`config.mk`:
```
export PLATFORM = sky130hd
export DESIGN_NAME = dec3f
export DESIGN_NICKNAME = d
export VERILOG_FILES = /design/src/rtl/dec3f.sv
export SDC_FILE = /design/constraint.sdc
export NUM_CORES = 1
export LEC_CHECK = 0
export CORE_ASPECT_RATIO = 1.25
export CORE_UTILIZATION = 52
export DETAILED_ROUTE_END_ITERATION = 6
export PLACE_DENSITY = 0.76
export SYNTH_ARGS = -nofsm -noshare
export SYNTH_HDL_FRONTEND = slang
export SYNTH_SLANG_ARGS = --single-unit
```
`constraint.sdc`:
```
create_clock -name SE -period 3.03 [get_ports SE]
set_input_delay 0.909 -clock SE [delete_from_list [all_inputs] [get_ports SE]]
set_output_delay 0.909 -clock SE [all_outputs]
set_load 0.005 [all_outputs]
```
`src/rtl/dec3f.sv`:
```
// Three-phase sequence decoder: synchronises the A/B/C phase lines, decodes the
// 6-step sector and reports direction, lock, faults and the electrical period.
module dec3f #(
    parameter int CW      = 16,
    parameter int LOCK    = 6,
    parameter int TIMEOUT = 1000
) (
    input  logic          SE,
    input  logic          RST,
    input  logic          A,
    input  logic          B,
    input  logic          C,
    input  logic          CLR,
    output logic [2:0]    SECTOR,
    output logic          DIR,
    output logic          STEP,
    output logic          VALID,
    output logic          FAULT,
    output logic          ERR,
    output logic [CW-1:0] PERIOD,
    output logic          PSTB
);

    localparam logic [5:0]    LOCK_N    = 6'(LOCK);
    localparam logic [15:0]   TIMEOUT_N = 16'(TIMEOUT);
    localparam logic [CW-1:0] PER_ONE   = CW'(1);

    logic [2:0]    sync_1, sync_2;
    logic [1:0]    fill;
    logic [2:0]    prev_sec;
    logic          prev_valid, dir_known, armed;
    logic [5:0]    run_cnt, run_next;
    logic [15:0]   idle_cnt, idle_next;
    logic [CW-1:0] per_cnt, per_sat;

    logic [2:0] cur_sec, fwd_sec, rev_sec;
    logic       load, step_c, step_fwd, fault_c;
    logic       reversal, entry, timed_out, valid_next, pstb_c;

    function automatic logic [2:0] sector_of(input logic [2:0] abc);
        case (abc)
            3'b100:  sector_of = 3'd1;
            3'b110:  sector_of = 3'd2;
            3'b111:  sector_of = 3'd3;
            3'b011:  sector_of = 3'd4;
            3'b001:  sector_of = 3'd5;
            3'b000:  sector_of = 3'd6;
            default: sector_of = 3'd0;
        endcase
    endfunction

    always_comb begin
        cur_sec  = sector_of(sync_2);
        fwd_sec  = (prev_sec == 3'd6) ? 3'd1 : prev_sec + 3'd1;
        rev_sec  = (prev_sec == 3'd1) ? 3'd6 : prev_sec - 3'd1;
        load     = 1'b0;
        step_c   = 1'b0;
        step_fwd = 1'b0;
        fault_c  = 1'b0;

        // fill gates decoding until the synchroniser holds real samples after reset
        if (fill[1]) begin
            if (!prev_valid) begin
                load = (cur_sec != 3'd0);
            end else if (cur_sec != prev_sec) begin
                if (cur_sec == fwd_sec) begin
                    step_c   = 1'b1;
                    step_fwd = 1'b1;
                end else if (cur_sec == rev_sec) begin
                    step_c = 1'b1;
                end else begin
                    fault_c = 1'b1;
                end
            end
        end

        reversal  = step_c && dir_known && (step_fwd != DIR);
        entry     = step_c && (cur_sec == 3'd1);
        pstb_c    = entry && armed && !reversal;
        per_sat   = (per_cnt == '1) ? per_cnt : per_cnt + PER_ONE;
        idle_next = step_c ? 16'd0 :
                    ((idle_cnt >= TIMEOUT_N) ? idle_cnt : idle_cnt + 16'd1);
        timed_out = (idle_next >= TIMEOUT_N);

        if (fault_c || timed_out) begin
            run_next = 6'd0;
        end else if (step_c) begin
            run_next = reversal ? 6'd1 :
                       ((run_cnt >= LOCK_N) ? LOCK_N : run_cnt + 6'd1);
        end else begin
            run_next = run_cnt;
        end

        if (fault_c || timed_out || reversal) begin
            valid_next = 1'b0;
        end else if (step_c) begin
            valid_next = (run_next == LOCK_N);
        end else begin
            valid_next = VALID;
        end
    end

    always_ff @(posedge SE or posedge RST) begin
        if (RST) begin
            sync_1     <= '0;
            sync_2     <= '0;
            fill       <= '0;
            prev_sec   <= '0;
            prev_valid <= 1'b0;
            dir_known  <= 1'b0;
            armed      <= 1'b0;
            run_cnt    <= '0;
            idle_cnt   <= '0;
            per_cnt    <= '0;
            SECTOR     <= '0;
            DIR        <= 1'b0;
            STEP       <= 1'b0;
            VALID      <= 1'b0;
            FAULT      <= 1'b0;
            ERR        <= 1'b0;
            PERIOD     <= '0;
            PSTB       <= 1'b0;
        end else begin
            sync_1   <= {A, B, C};
            sync_2   <= sync_1;
            fill     <= {fill[0], 1'b1};
            STEP     <= step_c;
            FAULT    <= fault_c;
            PSTB     <= pstb_c;
            run_cnt  <= run_next;
            VALID    <= valid_next;
            idle_cnt <= idle_next;
            per_cnt  <= entry ? '0 : per_sat;

            if (load || step_c) begin
                SECTOR     <= cur_sec;
                prev_sec   <= cur_sec;
                prev_valid <= 1'b1;
            end
            if (step_c) begin
                DIR       <= step_fwd;
                dir_known <= 1'b1;
            end
            // a fault forgets all decoding context; DIR keeps its last value
            if (fault_c) begin
                SECTOR     <= 3'd0;
                prev_sec   <= 3'd0;
                prev_valid <= 1'b0;
                dir_known  <= 1'b0;
            end

            if (pstb_c) begin
                PERIOD <= per_sat;
            end
            if (fault_c) begin
                armed <= 1'b0;
            end else if (entry) begin
                armed <= 1'b1;
            end else if (reversal) begin
                armed <= 1'b0;
            end

            if (fault_c) begin
                ERR <= 1'b1;
            end else if (CLR) begin
                ERR <= 1'b0;
            end
        end
    end

endmodule

```
==> impl_metrics.toml <==
[timing]
slew_viol_final = 0
setup_tns_ns = 0
hold_viol_final = 0
finalCritPeriodShare = 0.9397
min_period_ns = 2.847
tightest_slew_ns = 0.6079
setup_viol = 0
rsz0062_at_grt = "false"
timing.slew.headroom = 0.5929
skew_ns = 0.005282
fmax_mhz = 351.2

[clock_network]
cts_made_buffers = 9
root_buffer = "clkbuf_8"
insertion_delay_ns = 0.35
cts_hold_buf = 0
clk_pin_slew_worst_paths_ns = 0.07
cts_tree = "built"
post_cts_resized = 0
ctsLongestPathBuffers = 2
htree_num_levels = 3
clock_sinks = 74
cts_setup_buffers = 0

[setup_path]
critPathSlowestCell = "dfrtp_2"
worstPathArrival_ns = 3.11
cp_max_fo = 11
cp_top_family = "simple AND/OR/NAND/NOR gates"
r2r-start = "prev_sec[1]"
start_kind = "flip-flop"
max_stage_delay_ns = 0.44
crit_buf_inv = 2
path_class = "flip-flop to flip-flop"
cp-end-kind = "flip-flop"
rrSetupSlack_ns = 0.18
r2r_end = "PERIOD[5]"
cp.required_ns = 3.29
r2r_cells = 10
crit_chain = "inv_1 -> ha_1 -> or3_1 -> a2111oi_2 -> o31ai_4 -> o31a_1 -> nor2_1 -> nand4b_4 -> buf_12 -> mux2i_1"

[synthesis]
synth_top_area_share = 0.4948
ys_ff_latch = 74
synthArstFlopShare = 1.000
synth_top_cell_by_area = "dfrtp_1"
netlist_area_um2 = 3742
synth.distinct_cells = 54
syn_nets = 397
synth_warnings = 0
syn_inst = 382
yosys-top-cells-area = "dfrtp_1 (49%), mux2i_1 (5.1%), nor2_1 (4.7%), nand2_1 (3.1%), ha_1 (3.0%)"
synth-edff-count = 0
ys_seq_area_frac = 0.4948
synth_ff_type = "dfrtp_1"
avgSynthCellArea_um2 = 9.797

[outcome]
outcome = "completed"

[power_and_ir_drop]
power.share.switching = 0.3453
pwr-share-comb = 0.327
powerDensity_nw_per_um2 = 730.3
vdd_drop_max_mv = 0.4198
clock_power_share = 0.266
cell_internal_pwr_w = 0.002134
power.leakage_nw = 2.137
seqPwrFrac = 0.407
power.switching_w = 0.001126

[global_route]
met1_usage = 0.2541
track_usage = 0.2135
top_usage_layer = "met2"
grt_max_degree = 48
grt.met2_usage = 0.3581
grt_pass1_wl_mm = 12.59
grt_overflow_total = 0
antenna_found_initial = 0
grt_pass1_vias = 2873
met3_usage = 0.04811

[routing]
viasPerCell = 5.442
via_count = 2808
drc_errors = 0
drt_iter0_drc = 94
routed_wl_mm = 7.195
dr.pass1.iters = 4
routedWlPerCell_um = 13.94
final_antenna_net_count = 0

[floorplanning]
boundaryPins = 31
core_area_um2 = 6977
initial_core_util = 0.5364
rows = 34
die_area_um2 = 7542
die_y_um = 96.85
die_width_um = 77.88

[finish]
num_antenna_cells = 0
utilization = 0.6399
fin_nets = 436
area_delta_synth_final_pct = 19.29
layout-drive-gt1-share = 0.07746

[run]
maxCapViolCount = 0

[placed_design]
place.gp.congestion = 0.8501
post-dp-hpwl_mm = 5.130
io_buffers = 30

[hold_path]
min_from = "fill[0]"
hold_depth = 0
whs_endpoint = "fill[1]"
hold_path_class = "flip-flop to flip-flop"
==> worst max path at each step <==
stage / start / endpoint / slack, ns / cells past startpoint
5_1_grt: prev_sec[1] / PERIOD[5] / 0.003 / 10
6_report: prev_sec[1] / PERIOD[5] / 0.18 / 10
3_3_place_gp: prev_sec[0] / PERIOD[15] / 0.23 / 9
2_1_floorplan: prev_sec[0] / PERIOD[13] / 0.16 / 10
3_5_place_dp: prev_sec[1] / PERIOD[5] / 0.1 / 10
4_1_cts: prev_sec[1] / PERIOD[5] / 0.07 / 10
==> cell usage in the layout (no fill, tap or decap), drive strengths merged, types with 2 or more instances in the layout <==
| cell type | Yosys | final |
|---|---|---|
| a2111oi | 2 | 2 |
| a21o | 2 | 2 |
| a21oi | 14 | 14 |
| a31oi | 4 | 4 |
| and2 | 10 | 10 |
| and3 | 7 | 7 |
| and4 | 4 | 4 |
| buf | 6 | 9 |
| bufinv | 0 | 2 |
| clkbuf | 5 | 12 |
| clkdlybuf4s50 | 0 | 30 |
| clkinv | 0 | 2 |
| dfrtp | 74 | 74 |
| ha | 9 | 9 |
| inv | 29 | 29 |
| mux2 | 2 | 2 |
| mux2i | 19 | 19 |
| nand2 | 31 | 31 |
| nand2b | 3 | 3 |
| nand3 | 11 | 11 |
| nand3b | 4 | 4 |
| nand4 | 4 | 4 |
| nand4b | 2 | 2 |
| nor2 | 47 | 47 |
| nor2b | 15 | 15 |
| nor3 | 11 | 11 |
| nor4 | 2 | 2 |
| o21ai | 17 | 17 |
| o311ai | 3 | 3 |
| o31ai | 4 | 4 |
| or3 | 4 | 4 |
| xnor2 | 10 | 10 |
| xor2 | 9 | 9 |
==> sequential cells by signal, summed over array words and instances, names as in the netlist, 2 cells and up <==
signal / count
PERIOD: 16
idle_cnt: 16
per_cnt: 16
run_cnt: 6
prev_sec: 3
sync_1: 3
sync_2: 3
fill: 2
==> cells in the mapped netlist (2+ instances only) <==
cell	number
a2111oi_2	2
a21o_1	2
a21oi_1	14
a31oi_1	3
and2_1	10
and3_1	7
and4_1	4
buf_2	5
clkbuf_1	5
dfrtp_1	74
ha_1	9
inv_1	29
mux2_1	2
mux2i_1	19
nand2_1	31
nand2b_1	3
nand3_1	11
nand3b_1	4
nand4_1	4
nor2_1	47
nor2b_1	15
nor3_1	11
nor4_1	2
o21ai_0	8
o21ai_1	9
o311ai_1	2
o31ai_1	3
or3_1	4
xnor2_1	10
xor2_1	9
==> stage by stage <==
stage / cells / total power (W) / hold slack [ns] / setup WS [ns] / cell area [um2]
floorplan: 382 / 0.002057 / 0.3312 / 0.1557 / 3742
global placement: 500 / 0.002359 / 0.3347 / 0.2290 / 4218
detailed placement: 500 / 0.002393 / 0.3347 / 0.09621 / 4218
CTS: 516 / 0.003271 / 0.3526 / 0.06503 / 4447
global route: 516 / 0.003488 / 0.3586 / 0.003428 / 4464
finish: 516 / 0.003260 / 0.3501 / 0.1826 / 4464
==> cells by family after synthesis <==
kind of cell,share of synthesized area
AND/OR/NAND/NOR,0.2180
XOR/XNOR,0.04447
AO/OA/AOI/OAI,0.1110
multiplexers,0.05684
buffers and inverters,0.04380
flip-flops,0.4948
adder cells (fa/ha/maj),0.03009
other,0.001002
==> power groups by stage <==
stage	registers, W	logic [W]	clock network, W
after floorplan	0.00129	0.000765	0
after global placement	0.00133	0.00103	0
after detailed placement	0.00134	0.00105	0
after CTS	0.00133	0.00106	0.000890
after global routing	0.00136	0.00120	0.000931
final	0.00133	0.00107	0.000867
==> final cells by class <==
type	count	area (um2)
fill	605	2512
sequential	74	1853
multi-input combinational	268	1743
timing repair buffer	39	417.9
clock buffer	12	155.1
tap	90	112.6
inverter	29	108.9
clock inverter	4	73.82
==> metal layers <==
layer	vias up	routed length, um
li1	1390	-
met1	1364	3183
met2	44	3660
met3	10	208
met4	0	143
met5	-	0
Power figures use the tool's default switching activity.
